**config.mk**
```make
export PLATFORM = sky130hd
export DESIGN_NAME = key_scan
export DESIGN_NICKNAME = d
export VERILOG_FILES = /design/src/rtl/key_scan_pkg.sv /design/src/rtl/key_scan_sync2.sv /design/src/rtl/key_scan.sv
export SDC_FILE = /design/constraint.sdc
export NUM_CORES = 1
export LEC_CHECK = 0
export CAP_MARGIN = 20
export CORE_MARGIN = 3
export CORE_UTILIZATION = 35
export DETAILED_ROUTE_END_ITERATION = 16
export GPL_TIMING_DRIVEN = 0
export HOLD_SLACK_MARGIN = 0.1
export PLACE_DENSITY = 0.6
export SLEW_MARGIN = 10
export SYNTH_ARGS = -nofsm -noshare
export SYNTH_HDL_FRONTEND = slang
export SYNTH_SLANG_ARGS = --single-unit
export TNS_END_PERCENT = 30
```
**constraint.sdc**
```tcl
create_clock -name CLK -period 4.33 [get_ports CLK]
set_input_delay 0.6495 -clock CLK [delete_from_list [all_inputs] [get_ports CLK]]
set_output_delay 0.6495 -clock CLK [all_outputs]
set_load 0.01 [all_outputs]
```
**src/rtl/key_scan_pkg.sv**
```systemverilog
// Shared constants and helpers for the 4x4 keypad scanner.
package key_scan_pkg;

  localparam int NROW   = 4;
  localparam int NCOL   = 4;
  localparam int NKEY   = NROW * NCOL;
  localparam int CODE_W = 4;

  localparam logic [NROW-1:0] ROW_RST = 4'b1110;

  // Index of the lowest set bit; 0 when the mask is empty.
  function automatic logic [CODE_W-1:0] f_low_idx(input logic [NKEY-1:0] m);
    f_low_idx = '0;
    for (int i = NKEY - 1; i >= 0; i--)
      if (m[i]) f_low_idx = CODE_W'(i);
  endfunction

endpackage

```
**src/rtl/key_scan_sync2.sv**
```systemverilog
// Two-flop synchronizer with a configurable width and reset value.
module key_scan_sync2 #(
  parameter int             W       = 4,
  parameter logic [W-1:0]   RST_VAL = '1
) (
  input  logic         i_clk,
  input  logic         i_rst,
  input  logic [W-1:0] i_d,
  output logic [W-1:0] o_q
);

  logic [W-1:0] r_meta;
  logic [W-1:0] r_sync;

  always_ff @(posedge i_clk or posedge i_rst) begin
    if (i_rst) begin
      r_meta <= RST_VAL;
      r_sync <= RST_VAL;
    end else begin
      r_meta <= i_d;
      r_sync <= r_meta;
    end
  end

  assign o_q = r_sync;

endmodule

```
**src/rtl/key_scan.sv**
```systemverilog
// 4x4 keypad scanner: row strobing, full-map debounce and press-event encoding.
module key_scan
  import key_scan_pkg::*;
#(
  parameter int BW  = 6,
  parameter int DBW = 4
) (
  input  logic              CLK,
  input  logic              RST,
  input  logic [BW-1:0]     TIMEOUT,
  input  logic [DBW-1:0]    DB_N,
  input  logic [NCOL-1:0]   COL,
  output logic [NROW-1:0]   ROW_T,
  output logic [NKEY-1:0]   KEY_STATE,
  output logic              KEY_PRESS,
  output logic [CODE_W-1:0] KEY_CODE,
  output logic              KEY_ANY
);

  logic [NCOL-1:0]   w_col;
  logic [BW-1:0]     r_slot;
  logic [1:0]        r_row;
  logic [NROW-1:0]   r_row_t;
  logic [NKEY-1:0]   r_raw;
  logic [NKEY-1:0]   r_prev;
  logic [DBW-1:0]    r_stable;
  logic [NKEY-1:0]   r_state;
  logic [NKEY-1:0]   r_pend;
  logic              r_press;
  logic [CODE_W-1:0] r_code;
  logic              r_any;

  logic              w_sample;
  logic              w_scan_end;
  logic              w_same;
  logic              w_commit;
  logic [1:0]        w_row_nxt;
  logic [NKEY-1:0]   w_raw_nxt;
  logic [NKEY-1:0]   w_state_nxt;
  logic [NKEY-1:0]   w_newpress;
  logic [NKEY-1:0]   w_low;

  key_scan_sync2 #(
    .W       (NCOL),
    .RST_VAL ({NCOL{1'b1}})
  ) u_col_sync (
    .i_clk (CLK),
    .i_rst (RST),
    .i_d   (COL),
    .o_q   (w_col)
  );

  assign w_sample   = (r_slot == TIMEOUT);
  assign w_scan_end = w_sample && (r_row == 2'(NROW - 1));
  assign w_row_nxt  = r_row + 2'd1;

  // The last row's sample is folded in combinationally so the scan-end
  // compare sees the complete map on the same edge it is captured.
  always_comb begin
    w_raw_nxt = r_raw;
    if (w_sample) w_raw_nxt[r_row*NCOL +: NCOL] = ~w_col;
  end

  assign w_same      = (w_raw_nxt == r_prev);
  assign w_commit    = w_scan_end && w_same && (r_stable == DB_N - DBW'(1));
  assign w_state_nxt = w_commit ? w_raw_nxt : r_state;
  assign w_newpress  = w_commit ? (w_raw_nxt & ~r_state) : '0;
  assign w_low       = r_pend & (~r_pend + NKEY'(1));

  always_ff @(posedge CLK or posedge RST) begin
    if (RST) begin
      r_slot  <= '0;
      r_row   <= '0;
      r_row_t <= ROW_RST;
      r_raw   <= '0;
    end else begin
      r_raw <= w_raw_nxt;
      if (w_sample) begin
        r_slot  <= '0;
        r_row   <= w_row_nxt;
        r_row_t <= ~(NROW'(1) << w_row_nxt);
      end else begin
        r_slot  <= r_slot + BW'(1);
      end
    end
  end

  always_ff @(posedge CLK or posedge RST) begin
    if (RST) begin
      r_prev   <= '0;
      r_stable <= '0;
      r_state  <= '0;
      r_any    <= 1'b0;
    end else begin
      if (w_scan_end) begin
        r_prev <= w_raw_nxt;
        if (!w_same)              r_stable <= '0;
        else if (r_stable < DB_N) r_stable <= r_stable + DBW'(1);
      end
      r_state <= w_state_nxt;
      r_any   <= |w_state_nxt;
    end
  end

  // One event per cycle, lowest index first; new presses merge into the mask.
  always_ff @(posedge CLK or posedge RST) begin
    if (RST) begin
      r_pend  <= '0;
      r_press <= 1'b0;
      r_code  <= '0;
    end else begin
      r_pend  <= (r_pend & ~w_low) | w_newpress;
      r_press <= |r_pend;
      if (|r_pend) r_code <= f_low_idx(r_pend);
    end
  end

  assign ROW_T     = r_row_t;
  assign KEY_STATE = r_state;
  assign KEY_PRESS = r_press;
  assign KEY_CODE  = r_code;
  assign KEY_ANY   = r_any;

endmodule

```
==> results.yml <==
timing:
  max-slew-margin-rel_pct: 38.8
  whs_ns: 0.355
  setup_violations: 0
  clock_skew_ns: 0.00990
  finalSetupTns_ns: 0
  final_max_slew_viol_count: 0
  period_share_pct: 95.1
  fmax_mhz: 243
  hold_viol_final: 0
  layout_min_cycle_time_ns: 4.12
  worst_slew_pin_slew_ns: 0.912
  worst_slack_ns: 0.211
die:
  die_y_um: 122
  die_width_um: 122
  die_area_mm2: 0.0148
  fp-row-count: 41
  ioPinCount: 42
  coreArea_mm2: 0.0129
  start_util_pct: 36.5
yosys:
  synth.area.top_cells: "dfrtp_1 (44%), dfstp_2 (6.2%), mux2_4 (4.2%)"
  yosys.area.top_type_share_pct: 44.2
  syn_avg_cell_area_um2: 10.7
  ys_ff_latch: 94
  ys_seq_area_share_pct: 50.4
  synthesis.nets: 467
  synth_edf_count: 0
  async_reset_ff_share_pct: 100
  ys_types: 54
  synth_area_leader_cell: "dfrtp_1"
  synth_ff_type: "dfrtp_1"
  synthCells: 439
  yosysWarnings: 0
  synth_area_mm2: 0.00469
layout:
  finalNetCount: 521
  area_delta_synth_final_pct: 20.9
  num_antenna_cells: 0
  drive_above_1_share_pct: 12.7
  final_common_cell: "dfrtp_1"
  mostFrequentLayoutCells: "dfrtp_1 (83), clkdlybuf4s50_1 (41), inv_1 (33), nand2_1 (33), o21ai_0 (29)"
  final_area_mm2: 0.00568
pwr:
  p_leak_nw: 2.61
  total_power_mw: 2.77
  pwr_density_cell_mw_per_mm2: 488
  ir_worst_vdd_mv: 0.246
hold_path:
  hold_end: "u_col_sync.o_q[2]"
  hold_depth: 0
  hold_path.class: "register to register"
  min_from: "u_col_sync.r_meta[2]"
cts:
  cts_tree: "built"
  h-tree-depth: 3
  clk-insertion-delay-late_ns: 0.34
  cts-root-buf: "clkbuf_16"
  cts_max_path_buffers: 2
  cts_buffers: 9
  post_cts_buffers: 0
  tritoncts_num_sinks: 94
  clk_pin_slew_worst_paths_ns: 0.07
routing:
  drc: 0
  drt_wl_total_um: 11200
  ant_nets: 0
  wl_met1_um: 5210
  dr.first_iter.drc_count: 181
  wl_per_cell_um: 16.6
  firstDrtPassIters: 6
  routed-via-count: 3500
  routed.top_layer: "met4"
  wl_met3_um: 424
  met2RoutedLength_um: 5340
  vias_per_cell: 5.22
placed_design:
  place_area_mm2: 0.00536
  dp_slack_ns: -0.257
  io_buffers: 41
  place_congestion: 0.900
  hpwl_um: 8320
worst_setup_path:
  cp-end-kind: "register"
  crit_path_max_incr_delay_ns: 0.53
  reg2reg_slack_ns: 0.21
  worstPathArrival_ns: 4.35
  crit_slowest_cell: "or3b_2"
  rr_endpoint: "KEY_STATE[2]"
  required_ns: 4.56
  critical_path_class: "register to register"
  critPathLaunchType: "register"
  cp_num_buf_inv: 4
  r2r_cells: 13
  path_cells: "buf_6 -> inv_1 -> ha_1 -> clkbuf_1 -> or3b_4 -> or3b_2 -> nor4_4 -> a21o_2 -> xor2_1 -> nor4_4 -> nand4_4 -> buf_6 -> mux2_4"
  critical_path.max_fanout: 10
  r2r-start: "r_row[0]"
  path_delay_family: "simple AND/OR/NAND/NOR gates"
global_routing:
  grt_usage_pct: 15.8
  grt_pass1_wl_um: 18200
  grt.overflow.total: 0
  first_global_vias: 3447
  antenna_found_initial: 0
  grt_start_max_net_pins: 62
job:
  cap_violations: 0
run_status:
  status: "finished, final reports clean"
## cell usage after synthesis (3+ instances only)
cell      number
nand2_1       33
nor2_1        24
buf_6          3
and2_1         4
nor3_1        15
dfrtp_1       83
a21o_1         4
nand2b_1      11
xor2_1        13
mux2i_1       11
a21oi_1       14
or3_1          4
nor2b_1        3
nor4_1        12
inv_1         34
o31ai_1       20
nand4_1        4
o21ai_0       29
ha_1          12
mux2_2         5
mux2_4        13
or4_1          3
xnor2_1       20
nand3_1        8
dfstp_2       11
clkbuf_1       6
## registers in the layout (all words and copies together), names as in the netlist
| register | flops |
|---|---|
| KEY_STATE | 16 |
| r_pend | 16 |
| r_prev | 16 |
| r_raw | 16 |
| r_slot | 6 |
| KEY_CODE | 4 |
| ROW_T | 4 |
| r_stable | 4 |
| u_col_sync.o_q | 4 |
| u_col_sync.r_meta | 4 |
| r_row | 2 |
| KEY_ANY | 1 |
| KEY_PRESS | 1 |
## worst max-delay path by stage
| stage | startpoint | end | cells after the start |
|---|---|---|---|
| floorplan | r_row[0] | KEY_STATE[10] | 13 |
| global placement | r_row[0] | KEY_STATE[13] | 13 |
| detailed placement | r_row[0] | KEY_STATE[8] | 13 |
| CTS | r_row[0] | KEY_STATE[9] | 13 |
| global route | r_row[0] | KEY_STATE[9] | 13 |
| finish | r_row[0] | KEY_STATE[2] | 13 |
## worst register-to-register path, cell delays in order, from the launching register on
cell	delay [ns]
dfrtp_1	0.39
buf_6	0.16
inv_1	0.11
ha_1	0.36
clkbuf_1	0.22
or3b_4	0.49
or3b_2	0.53
nor4_4	0.27
a21o_2	0.23
xor2_1	0.11
nor4_4	0.39
nand4_4	0.21
buf_6	0.24
mux2_4	0.30
## stage by stage
step	util [%]	cells
after floorplan	-	439
after global placement	41.3	652
after detailed placement	41.6	654
after CTS	43.9	670
after global routing	44.1	670
final	44.1	670
## cell families after synthesis
group	count (synthesis)	synth area share, %
and+or+nand+nor	139	16.7
DFF	94	50.4
AOI/OAI and AO/OA	87	11.8
buffers and inverters	45	4.10
xor gates and xnor gates	33	6.16
muxes	29	7.70
adders and majority gates	12	3.20
## report_power, final
part	internal, mW	total [mW]	switching (mW)
clock network	0.395	0.734	0.340
logic	0.366	0.913	0.546
registers	1.02	1.13	0.108
## repair_timing
item | 4_1_cts | 5_1_grt
gates resized for setup | 2 | 5
endpoints found under the setup margin | 34 | 33
hold buffers | 0 | 0
gates cloned | 0 | 0
pin swaps | 0 | 0
## per-layer routing
metal / GRT usage (%) / up-vias
met5: 0 / -
met4: 5.11 / 0
met3: 2.51 / 14
met2: 24.9 / 80
met1: 22.4 / 1744
li1: - / 1662
## cell type report
class / count / area, µm²
buffer: 11 / 65.1
clock buffer: 10 / 229
clock inverter: 6 / 46.3
fill: 1197 / 7200
inverter: 34 / 130
multi-input combinational: 300 / 2180
sequential: 94 / 2370
tap: 172 / 215
timing repair buffer: 43 / 449
Note: power is estimated with default switching activity, not from simulation.
